**config.mk**
```make
export PLATFORM = sky130hd
export DESIGN_NAME = log_dot_accumulator
export DESIGN_NICKNAME = d
export VERILOG_FILES = /design/src/rtl/log_dot_accumulator.sv
export SDC_FILE = /design/constraint.sdc
export NUM_CORES = 1
export LEC_CHECK = 0
export CAP_MARGIN = 10
export CORE_UTILIZATION = 53
export DETAILED_ROUTE_END_ITERATION = 7
export PLACE_DENSITY = 0.81
export SYNTH_ARGS = -nofsm -noshare
export SYNTH_HDL_FRONTEND = slang
export SYNTH_SLANG_ARGS = --single-unit
```
**constraint.sdc**
```tcl
create_clock -name clk -period 3.2 [get_ports clk]
set_clock_uncertainty 0.05 [all_clocks]
set_input_delay 0.32 -clock clk [delete_from_list [all_inputs] [get_ports clk]]
set_output_delay 0.32 -clock clk [all_outputs]
set_load 0.01 [all_outputs]
```
**src/rtl/log_dot_accumulator.sv**
```systemverilog
// Saturating dot-product accumulator fed by log_multiplier products over valid/ready.
// Result appears one cycle after the last beat and is held until the downstream takes it.
module log_dot_accumulator #(
  parameter int PROD_W = 16,
  parameter int ACC_W  = 24,
  parameter int LEN_W  = 8
) (
  input  logic              clk,
  input  logic              rst_n,
  input  logic              start,
  input  logic [LEN_W-1:0]  vec_len,
  input  logic              prod_valid,
  output logic              prod_ready,
  input  logic [PROD_W-1:0] prod_data,
  output logic              acc_valid,
  input  logic              acc_ready,
  output logic [ACC_W-1:0]  acc_data,
  output logic              acc_overflow,
  output logic              busy
);

  typedef enum logic [1:0] {IDLE, ACCUM, DONE} state_t;

  state_t           state;
  logic [LEN_W-1:0] len;
  logic [LEN_W-1:0] count;
  logic [ACC_W:0]   sum;

  // One extra bit so a carry out of ACC_W flags saturation.
  assign sum = {1'b0, acc_data} + {{(ACC_W + 1 - PROD_W){1'b0}}, prod_data};

  always_ff @(posedge clk) begin
    if (!rst_n) begin
      state        <= IDLE;
      len          <= '0;
      count        <= '0;
      prod_ready   <= 1'b0;
      acc_valid    <= 1'b0;
      acc_data     <= '0;
      acc_overflow <= 1'b0;
      busy         <= 1'b0;
    end else begin
      case (state)
        IDLE: begin
          if (start) begin
            count        <= '0;
            acc_data     <= '0;
            acc_overflow <= 1'b0;
            busy         <= 1'b1;
            if (vec_len != '0) begin
              len        <= vec_len;
              state      <= ACCUM;
              prod_ready <= 1'b1;
            end else begin
              state     <= DONE;
              acc_valid <= 1'b1;
            end
          end
        end
        ACCUM: begin
          if (prod_valid && prod_ready) begin
            if (sum[ACC_W]) begin
              acc_data     <= '1;
              acc_overflow <= 1'b1;
            end else begin
              acc_data <= sum[ACC_W-1:0];
            end
            count <= count + 1'b1;
            if (count == len - 1'b1) begin
              state      <= DONE;
              prod_ready <= 1'b0;
              acc_valid  <= 1'b1;
            end
          end
        end
        DONE: begin
          if (acc_ready) begin
            state     <= IDLE;
            acc_valid <= 1'b0;
            busy      <= 1'b0;
          end
        end
        default: state <= IDLE;
      endcase
    end
  end

endmodule

```
==> flow_summary.json, run 1 <==
{
  "die_area_um2": 6110,
  "routedWlPerCell_um": 15.2,
  "start_kind": "input port",
  "ctsHoldBuffers": 0,
  "ir_drop_mv": 0.291,
  "cts.clk_slew.worst_paths_ns": 0.09,
  "final_nets": 471,
  "die_h_um": 78.2,
  "drc": 0,
  "dp_slack_ns": 0.0902,
  "area_delta_synth_final_pct": 22.4,
  "overflow": 0,
  "critPathKind": "input port to flop",
  "p_int_w": 0.000938,
  "dr_wl_met3_um": 360,
  "fmax_ghz": 0.355,
  "cts.sinks": 46,
  "timing.final.crit_share": 0.880,
  "dr.max_layer_used": "met4",
  "place_congestion": 0.909,
  "grt_pass1_wl_mm": 12.6,
  "portBuffers": 56,
  "yosysTopAreaCellShare": 0.300,
  "htreeDepth": 2,
  "status": "finished clean",
  "die_w_um": 78.2,
  "combPwrFrac": 0.288,
  "cp_top_family": "compound AO/OA/AOI/OAI gates",
  "synth_area_um2": 3070,
  "cts.path.max_buffers": 2,
  "max-cap-violations": 0,
  "required_ns": 3.34,
  "ys_seq_area_frac": 0.300,
  "totalWireLength_mm": 7.52,
  "arrival_ns": 2.95,
  "met2_length_mm": 3.59,
  "fillCellCount": 459,
  "synth-async-reset-ratio": 0,
  "p_leak_nw": 1.49,
  "path_cells": "clkdlybuf4s50_1, ha_1, fa_1, a211oi_2, o21ai_2, o221a_2, a31oi_4, nor2_4, nor4b_1, nor3b_1",
  "post_drt_via_cell_ratio": 5.95,
  "floorplan.initialDensity": 0.555,
  "crit_path_top_delay_cell": "fa_1",
  "min_path_type": "flop to flop",
  "insertion_delay_ns": 0.29,
  "synth_nets": 420,
  "swShare": 0.318,
  "post-route-min-period_ns": 2.82,
  "antenna_cells": 0,
  "grt_max_degree": 38,
  "synthFlopType": "dfxtp_1",
  "mostFrequentLayoutCells": "clkdlybuf4s50_1 (56), dfxtp_1 (46), nand2_1 (33), a21oi_1 (31), nor2_1 (25)",
  "cts_resized": 0,
  "setup_viol": 0,
  "dr.pass1.iters": 4,
  "fp-row-count": 27,
  "utilization": 0.679,
  "gr-usage-all-layers": 0.255,
  "yosysTopAreaCell": "dfxtp_1",
  "holdWs_ns": 0.428,
  "powerDensity_nw_per_um2": 365,
  "ant_nets": 0,
  "dp_hpwl_mm": 5.49,
  "cts_buffers": 5,
  "place_area_um2": 3680,
  "cp-end-kind": "flop",
  "rsz0062_at_grt": "false",
  "synthCells": 372,
  "io-pin-count": 57,
  "ys_ff_latch": 46,
  "fin_setup_tns_ns": 0,
  "postCtsSetupBuffers": 0,
  "via_count": 2945,
  "drt_iter0_drc": 139,
  "maxSlewHeadroom": 0.483,
  "drv_slew": 0,
  "drive_gt1_frac": 0.0544,
  "antenna_found_initial": 0,
  "root_buffer": "clkbuf_8",
  "p_sw_w": 0.000437,
  "critical_path_buf_inv_count": 1,
  "final_area_um2": 3760,
  "met1Wirelength_mm": 3.47,
  "cp_slowest_stage_delay_ns": 0.44,
  "avgSynthCellArea_um2": 8.26,
  "yosys.cell_types.count": 60,
  "synth-edff-count": 0,
  "grt_pass1_vias": 2845,
  "setup_ws_ns": 0.384,
  "crit_fanout": 17,
  "clkPwrFrac": 0.250,
  "cts_tree": "built",
  "core_um2": 5540,
  "ys_top_cells_by_area": "dfxtp_1 (30%), ha_1 (7.3%), a21oi_1 (5.0%), xnor2_1 (4.6%), nand2_1 (4.0%)",
  "final_common_cell": "clkdlybuf4s50_1",
  "tightest_slew_ns": 0.773,
  "yosysWarningCount": 0,
  "sequentialPowerShare": 0.462,
  "hold_violations": 0
}
## cell type report
class	count	area [um2]	area share
multi-input cells	303	2060	0.547
flip-flops and latches	46	921	0.245
repair buffers	59	583	0.155
well taps	72	90.1	0.0239
clock buffers	6	72.6	0.0193
inverters	8	30.0	0.00798
clock inverters	1	7.51	0.00200
## worst paths after layout
kind | startpoint | end | slack, ns | depth (start not counted)
max | prod_data[0] | acc_data[21]$_SDFFE_PN0P_ | 0.38 | 10
min | acc_data[9]$_SDFFE_PN0P_ | acc_data[9]$_SDFFE_PN0P_ | 0.43 | 2
max reg2reg | acc_data[0]$_SDFFE_PN0P_ | acc_data[21]$_SDFFE_PN0P_ | 0.49 | 9
min reg2reg | acc_data[9]$_SDFFE_PN0P_ | acc_data[9]$_SDFFE_PN0P_ | 0.43 | 2
## power groups by stage
stage | combinational, W | clock, W | sequential (W)
2_1_floorplan | 0.000268 | 0 | 0.000644
3_3_place_gp | 0.000385 | 0 | 0.000647
3_5_place_dp | 0.000394 | 0 | 0.000648
4_1_cts | 0.000396 | 0.000350 | 0.000634
5_1_grt | 0.000438 | 0.000380 | 0.000640
6_report | 0.000396 | 0.000343 | 0.000635
## cell usage after synthesis, drive strengths merged, types with 5 or more instances
library cell / count
nand2: 33
a21o: 9
a21boi: 8
nor2: 26
a21oi: 31
clkbuf: 13
a31oi: 6
xor2: 13
nor2b: 10
and3: 5
nand2b: 5
inv: 8
nor3: 8
nand3: 23
xnor2: 16
mux2i: 8
ha: 18
dfxtp: 46
o21ai: 25
## routing by layer
metal | track usage | vias to the layer above
met4 | 0.0852 | 0
met1 | 0.324 | 1388
met5 | 0 | -
met2 | 0.435 | 85
li1 | - | 1460
met3 | 0.0465 | 12
## metrics by stage
stage	std cells	total power, W
floorplan	372	0.000913
global placement	488	0.00103
detailed placement	488	0.00104
CTS	495	0.00138
global route	495	0.00146
finish	495	0.00137
## tightest hold or removal path, cell delays in order, from the launching register on
cell,delay (ns)
dfxtp_1,0.34
nand2_1,0.06
nand2_1,0.04
## state kept, by name (all words and copies together), names as in the netlist
| signal | flops |
|---|---|
| acc_overflow | 1 |
| acc_valid | 1 |
| state | 2 |
| prod_ready | 1 |
| busy | 1 |
| len | 8 |
| acc_data | 24 |
| count | 8 |
## cell families (layout without fill, tap and decap cells)
family / Yosys count / in the layout / synth area share
DFF: 46 / 46 / 0.300
muxes: 8 / 8 / 0.0260
adders and majority gates: 19 / 19 / 0.0798
AOI/OAI and AO/OA: 114 / 114 / 0.255
buffers and inverters: 23 / 74 / 0.0309
and+or+nand+nor: 133 / 133 / 0.224
xor gates and xnor gates: 29 / 29 / 0.0851
Note: power is estimated with default switching activity, not from simulation.
==> run 2, diff against run 1 <==
--- a/config.mk
+++ b/config.mk
@@ -8,6 +8,7 @@
 export CAP_MARGIN = 10
 export CORE_UTILIZATION = 53
 export DETAILED_ROUTE_END_ITERATION = 7
+export GPL_ROUTABILITY_DRIVEN = 0
 export PLACE_DENSITY = 0.81
 export SYNTH_ARGS = -nofsm -noshare
 export SYNTH_HDL_FRONTEND = slang
==> results of run 2 <==
Same layout as run 1: the final DEF is identical, and so are final timing and power.
